<file path="config.mk">
export PLATFORM = sky130hd
export DESIGN_NAME = ram_arbiter_2p
export DESIGN_NICKNAME = d
export VERILOG_FILES = /design/src/rtl/ram_arbiter_2p.sv
export SDC_FILE = /design/constraint.sdc
export NUM_CORES = 1
export LEC_CHECK = 0
export ABC_AREA = 1
export CAP_MARGIN = 20
export CORE_ASPECT_RATIO = 0.5
export CORE_MARGIN = 2
export CORE_UTILIZATION = 30
export CTS_BUF_LIST = sky130_fd_sc_hd__clkbuf_4
export CTS_CLUSTER_SIZE = 28
export DETAILED_ROUTE_END_ITERATION = 10
export GPL_ROUTABILITY_DRIVEN = 0
export PLACE_DENSITY = 0.79
export SYNTH_ARGS = -nofsm -noshare
export SYNTH_HDL_FRONTEND = slang
export SYNTH_SLANG_ARGS = --single-unit
export TNS_END_PERCENT = 100
</file>
<file path="constraint.sdc">
create_clock -name clk -period 0.8 [get_ports clk]
set_clock_uncertainty 0.05 [all_clocks]
set_input_delay 0.08 -clock clk [delete_from_list [all_inputs] [get_ports clk]]
set_output_delay 0.08 -clock clk [all_outputs]
set_load 0.05 [all_outputs]
</file>
<file path="src/rtl/ram_arbiter_2p.sv">
// Two-requester arbiter in front of a single-port async-read RAM.
// Build option: define RAM_ARB_RR_EN for round-robin, else A has fixed priority.
module ram_arbiter_2p #(
  parameter int ADDR_W = 4,
  parameter int DATA_W = 8
) (
  input  logic              clk,
  input  logic              rst,
  input  logic              a_valid,
  input  logic              a_we,
  input  logic [ADDR_W-1:0] a_addr,
  input  logic [DATA_W-1:0] a_wdata,
  output logic              a_ready,
  output logic              a_rvalid,
  output logic [DATA_W-1:0] a_rdata,
  input  logic              b_valid,
  input  logic              b_we,
  input  logic [ADDR_W-1:0] b_addr,
  input  logic [DATA_W-1:0] b_wdata,
  output logic              b_ready,
  output logic              b_rvalid,
  output logic [DATA_W-1:0] b_rdata,
  output logic              ram_we,
  output logic [ADDR_W-1:0] ram_addr,
  output logic [DATA_W-1:0] ram_in,
  input  logic [DATA_W-1:0] ram_out
);

  logic fav_b;
  logic gnt_a;
  logic gnt_b;

`ifdef RAM_ARB_RR_EN
  logic prio;

  assign fav_b = prio;

  // Loser of a contended cycle is favoured next time.
  always_ff @(posedge clk) begin
    if (rst) begin
      prio <= 1'b0;
    end else if (a_valid && b_valid) begin
      prio <= ~gnt_b;
    end
  end
`else
  assign fav_b = 1'b0;
`endif

  assign gnt_a = !rst && a_valid
               && (!b_valid || !fav_b);
  assign gnt_b = !rst && b_valid
               && (!a_valid || fav_b);

  assign a_ready = gnt_a;
  assign b_ready = gnt_b;

  always_comb begin
    ram_we   = 1'b0;
    ram_addr = '0;
    ram_in   = '0;
    unique case (1'b1)
      gnt_a: begin
        ram_we   = a_we;
        ram_addr = a_addr;
        ram_in   = a_wdata;
      end
      gnt_b: begin
        ram_we   = b_we;
        ram_addr = b_addr;
        ram_in   = b_wdata;
      end
      default: ;
    endcase
  end

  always_ff @(posedge clk) begin
    if (rst) begin
      a_rvalid <= 1'b0;
      b_rvalid <= 1'b0;
      a_rdata  <= '0;
      b_rdata  <= '0;
    end else begin
      a_rvalid <= gnt_a;
      b_rvalid <= gnt_b;
      if (gnt_a) begin
        a_rdata <= a_we ? '0 : ram_out;
      end
      if (gnt_b) begin
        b_rdata <= b_we ? '0 : ram_out;
      end
    end
  end

endmodule

</file>
* Word level (Yosys, flattened, before mapping)
Index checks and enable logic that the tools add are counted.
Word-level totals: register bits after elaboration 18, latch bits 0, memory bits (writable) 0, memory bits (read-only) 0, output and inout port bits 33, memories kept 0
Cells by class: add/sub/neg operators 0, multipliers 0, divide/modulo/power cells 0, order comparisons 0, equal/unequal tests 0, shifts and indexed selects 0, mux-type cells 5, bitwise logic cells 0, reductions and logical operators 5
Operator list (count):
- 2-to-1 mux 8 bit | 2
- case mux 8 bit (2 select lines) | 1
- case mux 4 bit (2 select lines) | 1
- logical AND 1 bit | 3
- zero test 1 bit | 2
- case mux 1 bit (2 select lines) | 1

* Longest topological paths before layout
Gate-level depths: netlist (run 1).
depth after elaboration 4, mapped depth 6, gate-level depth less buffers 5

* Least setup slack after synthesis (run 1)
No wires, ideal clock.
path kind input to output, start point input port a_valid, end point output port ram_addr[0], arrival 1013 ps, slack -343 ps, stages on the path 6, buffers on the path 1, cells stage by stage inv_2 > nand2_1 > nor2_4 > clkbuf_8 > nand2_1 > nand2_1
Between the ends: cells in the longest elaborated chain, start to end 3, elaborated cells on any way between the ends 4, classes of those cells 1 x mux; 3 x reduce/logical
RTL lines:
- start: declaration | RTL line 9 | input logic a_valid,
- zero test 1 bit | RTL line 53 | && (!a_valid || fav_b);
- logical AND 1 bit | RTL line 53
- via b_ready | RTL line 20 | output logic b_ready,
- case mux 4 bit (2 select lines) | RTL line 62 | unique case (1'b1)
- end: declaration | RTL line 24 | output logic [ADDR_W-1:0] ram_addr,
The timed path passes the listed nets, and every way through them passes these cells.

* Worst setup path in the final report (run 1)
start point input port a_valid, end point output port ram_in[6]
Between the ends: cells in the longest elaborated chain, start to end 3, elaborated cells on any way between the ends 4, classes of those cells 1 x mux; 3 x reduce/logical
RTL lines:
- zero test 1 bit | RTL line 53
- logical AND 1 bit | RTL line 53
- case mux 8 bit (2 select lines) (*) | RTL line 62
- end: declaration | RTL line 25 | output logic [DATA_W-1:0] ram_in,
Every way passes the cells marked *; elsewhere a longest branch is shown, timed or not.

==> flow_summary.yaml, run 1 <==
status:
  status: "complete, but fails checks"
  violations: "setup timing"
clocking:
  clockBufferDepth: 2
  cts_root_buf: "clkbuf_4"
  path_clk_slew_ns: 0.12
  hold_buffers: 0
  cts_buffers: 3
  clk_latency_ns: 0.32
  cts.sinks: 18
  tritoncts: "yes"
  cts_max_level: 1
place:
  hpwl_um: 2725
  io_buffers: 70
  pre_cts_ws_ns: -0.7086
global_routing:
  grt_max_degree: 17
  grt.total_usage: 0.3256
  overflow: 0
  antenna_found_initial: 0
  grt_pass1_vias: 1495
  grt_pass1_wl_um: 8107
timing:
  worstMarginPinSlew_ns: 0.2894
  fin_ws_ns: -0.3157
  finalSetupViolations: 40
  fin_crit_ns: 1.116
  rsz0062_at_grt: "yes"
  finalHoldViolCount: 0
  slew_headroom: 0.8068
  whs_ns: 0.07625
  slew_viol_final: 0
  fin_crit_sh: 1.395
  clock.fmax_ghz: 0.8963
setup_path:
  start_kind: "primary input"
  criticalPathCategory: "in2out"
  crit_path_end_kind: "output pin"
  path_max_fanout: 7
  cp.arrival_ns: 0.99
  cp.required_ns: 0.67
route:
  ant_nets: 0
  wire_per_inst_um: 23.19
  met1_length_um: 2197
  initialDrtViolationCount: 90
  met3WireLength_um: 739
  post_drt_via_cell_ratio: 5.494
  highest_layer: "met4"
  drc: 0
  drt-total-wl_um: 6193
  route.met2.wl_um: 2811
  dr_total_vias: 1467
  first_pass_iters: 5
final_layout:
  nets: 269
  n_antenna_cell: 0
  nFillCells: 74
  post-route-util: 0.9416
  area_growth_pct: 186.6
  drive_gt1_frac: 0.5565
yosys:
  synth_edf_count: 0
  syn_inst: 137
  syn_nets: 175
  yosysUniqueCellTypes: 13
  ys_warn_count: 0
  synthTopCellsByCount: "nand2_1 (63), nor2_1 (24), dfxtp_1 (18), a21oi_1 (7), o21ai_0 (7)"
  synth.most_common_cell: "nand2_1"
  synth_top_flop_cell: "dfxtp_1"
  synth_top_area_share: 0.4062
  async_flop_share: 0
  ys_seq_area_frac: 0.4062
  synthTopCellsByArea: "dfxtp_1 (41%), nand2_1 (27%), nor2_1 (10%)"
  synth_top_area_cell: "dfxtp_1"
  synth_seq_cells: 18
  syn_area_per_cell_sq_um: 6.475
  syn_area_sq_um: 887.1
die:
  dieArea_sq_mm: 0.003434
  die_w_um: 80.90
  core_sq_mm: 0.002700
  start_util: 0.3285
  die_h_um: 42.45
  num_rows: 13
  io_pins: 71
pwr:
  peakVddDrop_mv: 1.262
  leakage_nw: 1.178
  pwr_density_cell_mw_per_mm2: 1202
run:
  max-cap-violations: 0
worst_hold_path:
  min_path_type: "in2reg"
[cells in the final DEF (no fill, tap or decap), drive strengths merged]
cell type,count
dfxtp,18
nand2,63
inv,7
dlymetal6s2s,1
clkdlybuf4s50,32
a21oi,7
nor2,27
buf,57
nand3,4
o21ai,7
clkinv,1
clkbuf,6
[path summary, 6_finish.rpt]
check	startpoint	endpoint	slack, ns	depth (start not counted)
max	a_valid	ram_in[6]	-0.32	7
min reg2reg	a_rdata[7]	a_rdata[7]	0.51	2
max reg2reg	b_rdata[0]	b_rdata[0]	-0.05	2
min	a_valid	a_rvalid	0.08	4
[state kept, by name, summed over array words and instances (netlist names)]
| name | count |
|---|---|
| a_rvalid | 1 |
| b_rvalid | 1 |
| a_rdata | 8 |
| b_rdata | 8 |
[repair_timing]
| item | in CTS | in global routing |
|---|---|---|
| resized for setup | 44 | 27 |
| cloned | 2 | 0 |
| setup buffers | 8 | 6 |
| endpoints found under the hold margin | 0 | 0 |
| pin swaps | 15 | 8 |
| endpoints found under the setup margin | 50 | 49 |
[where the power goes]
part	switching, mW	internal (mW)
Clock	0.350	0.183
Combinational	0.790	0.728
Sequential	0.0596	0.946
[layer usage]
layer | global-route usage | up-vias
met5 | 0 | -
li1 | - | 608
met2 | 0.5884 | 141
met1 | 0.3667 | 676
met4 | 0.1356 | 0
met3 | 0.07759 | 42
[final cells by class]
type,count,area [sq um],area share
repair buffers,93,1286,0.5059
multi-input cells,108,740.7,0.2913
flip-flops and latches,18,400.4,0.1575
well taps,37,46.29,0.01821
inverters,7,42.54,0.01673
clock buffers,3,22.52,0.008858
clock inverters,1,3.754,0.001476
[kinds of logic (layout without fill, tap and decap cells)]
group                  Yosys count  count (layout)  synth area share
AOI/OAI and AO/OA               14              14           0.07898
buffers and inverters           12             104           0.08885
and+or+nand+nor                 93              94            0.4260
DFF                             18              18            0.4062
[critical path, cell delays in order]
cell,delay (ns)
buf_12,0.10
inv_16,0.04
buf_12,0.12
nor2_4,0.24
nand2_1,0.15
nand2_4,0.11
buf_12,0.13
[through the flow]
step | setup TNS [ns] | cells | area [sq um] | power, mW
after floorplan | -0.9714 | 137 | 1097 | 1.578
after detailed placement | -19.46 | 249 | 2195 | 2.290
final | -7.744 | 267 | 2542 | 3.057
after global placement | -18.90 | 249 | 2195 | 2.265
after CTS | -7.573 | 263 | 2477 | 2.871
after global routing | -8.379 | 267 | 2542 | 3.102
(Power assumes the default switching activity.)
==> run 2, diff against run 1 <==
--- a/config.mk
+++ b/config.mk
@@ -15,6 +15,7 @@
 export DETAILED_ROUTE_END_ITERATION = 10
 export GPL_ROUTABILITY_DRIVEN = 0
 export PLACE_DENSITY = 0.79
+export REMOVE_ABC_BUFFERS = 1
 export SYNTH_ARGS = -nofsm -noshare
 export SYNTH_HDL_FRONTEND = slang
 export SYNTH_SLANG_ARGS = --single-unit
==> run 2 against run 1 <==
The run still ends with setup timing left. Combinational power fell by 4%. Sequential cell count did not move. Critical endpoint is now ram_in[1]. Global-route usage rose by 0.74 points.
==> flow_summary.yaml, run 2 (same netlist as run 1, synthesis figures left out) <==
timing:
  worstMarginPinSlew_ns: 0.2828
  slew_headroom: 0.8112
  fin_crit_sh: 1.340
  finalHoldViolCount: 0
  clock.fmax_ghz: 0.9331
  rsz0062_at_grt: "yes"
  fin_ws_ns: -0.2717
  finalSetupViolations: 38
  fin_crit_ns: 1.072
  slew_viol_final: 0
  finalSetupTns_ns: -6.868
  whs_ns: 0.1005
setup_path:
  start_kind: "primary input"
  worst_path_largest_cell_delay_ns: 0.21
  worstPathCellList: "buf_8 -> inv_6 -> nand2_4 -> nor2_4 -> clkbuf_16 -> nand2_4 -> nand2_4 -> buf_12"
  crit_path_frequent_cell: "nand2_4"
  crit_buf_inv: 4
  crit_family: "buffers and inverters"
  cp.arrival_ns: 0.94
  cp_num_cells: 8
  criticalPathCategory: "in2out"
  path_max_fanout: 7
  crit_slowest_cell: "clkbuf_16"
  crit_path_end_kind: "output pin"
  r2r_cells: 2
  cp.required_ns: 0.67
final_layout:
  nets: 265
  area_growth_pct: 172.9
  n_antenna_cell: 0
  nFillCells: 105
  mostFrequentLayoutCell: "buf_12"
  layout_common_cells: "buf_12 (34), clkdlybuf4s50_1 (30), nand2_1 (28), nand2_4 (27), nor2_1 (23)"
  drive_gt1_frac: 0.5354
  reg.largest.list: "a_rdata (8), b_rdata (8)"
  post-route-util: 0.8967
status:
  status: "complete, but fails checks"
  violations: "setup timing"
die:
  io_pins: 71
  num_rows: 13
  start_util: 0.3285
  dieArea_sq_mm: 0.003434
  die_w_um: 80.90
  core_sq_mm: 0.002700
  die_h_um: 42.45
route:
  post_drt_via_cell_ratio: 5.517
  drt-total-wl_um: 6026
  ant_nets: 0
  drc: 0
  dr_total_vias: 1451
  wire_per_inst_um: 22.91
  first_pass_iters: 4
  initialDrtViolationCount: 124
clocking:
  cts.sinks: 18
  tritoncts: "yes"
  clockBufferDepth: 2
  clk_latency_ns: 0.32
  cts_root_buf: "clkbuf_4"
  cts_max_level: 1
  path_clk_slew_ns: 0.12
  cts_buffers: 3
  hold_buffers: 0
worst_hold_path:
  min_path_cells: 3
  min_path_type: "in2reg"
global_routing:
  grt_max_degree: 17
  overflow: 0
  grt.total_usage: 0.3330
  grt_pass1_wl_um: 8238
  antenna_found_initial: 0
  grt_pass1_vias: 1509
run:
  max-cap-violations: 0
pwr:
  leakage_nw: 1.156
  pwr_density_cell_mw_per_mm2: 1237
  peakVddDrop_mv: 1.021
  total_power_mw: 2.995
place:
  io_buffers: 70
  hpwl_um: 2806
[run 2: cell types whose count changed in the layout (fill, tap and decap cells not counted), sizes merged]
cell           before  now
buf                57   54
clkbuf              6    4
clkdlybuf4s50      32   30
dlymetal6s2s        1    3
dlygate4sd2         0    1
[run 2: routing by layer]
layer | up-vias | global-route usage | part of all wire
met1 | 682 | 0.3696 | 0.35
met2 | 125 | 0.5967 | 0.50
li1 | 602 | - | -
met4 | 0 | 0.1525 | 0.059
met3 | 42 | 0.08621 | 0.089
met5 | - | 0 | 0
[run 2: final timing paths]
| path | startpoint | endpoint | slack [ns] |
|---|---|---|---|
| setup reg to reg | a_rdata[0] | a_rdata[0] | -0.05 |
| hold reg to reg | b_rdata[2] | b_rdata[2] | 0.48 |
| hold / removal | ram_out[4] | a_rdata[4] | 0.10 |
| setup / recovery | a_valid | ram_in[1] | -0.27 |
[run 2: timing repair]
| action | CTS | global route |
|---|---|---|
| setup buffers | 6 | 3 |
| pin swaps | 21 | 16 |
| setup endpoints to repair | 51 | 44 |
| gates resized for setup | 98 | 27 |
| gates cloned | 2 | 0 |
[run 2: cell type report]
cell class	instances	area (sq um)	share of cell area
Timing Repair Buffer	89	1230	0.5080
Clock buffer	3	22.52	0.009302
Tap cell	37	46.29	0.01912
Multi-Input combinational cell	108	699.4	0.2889
Clock inverter	1	3.754	0.001550
Inverter	7	33.78	0.01395
Sequential cell	18	385.4	0.1592
[run 2: tightest hold or removal path, cell delays in order]
cell and delay, ns:
dlymetal6s2s_1 0.15, a21oi_1 0.10, nor2_1 0.11
[run 2: where the power goes]
group	internal, mW	switching (mW)	leakage (nW)
combinational	0.688	0.769	0.985
sequential	0.956	0.0628	0.155
clock	0.183	0.336	0.0154
total	1.83	1.17	1.16
[run 2: per-stage QoR]
| stage | cell area (sq um) | worst slack [ns] | instances |
|---|---|---|---|
| global route | 2421 | -0.3005 | 263 |
| floorplan | 834.6 | -0.6144 | 132 |
| CTS | 2347 | -0.2776 | 261 |
| finish | 2421 | -0.2717 | 263 |
| global placement | 2019 | -0.6120 | 250 |
| detailed placement | 2019 | -0.6667 | 250 |
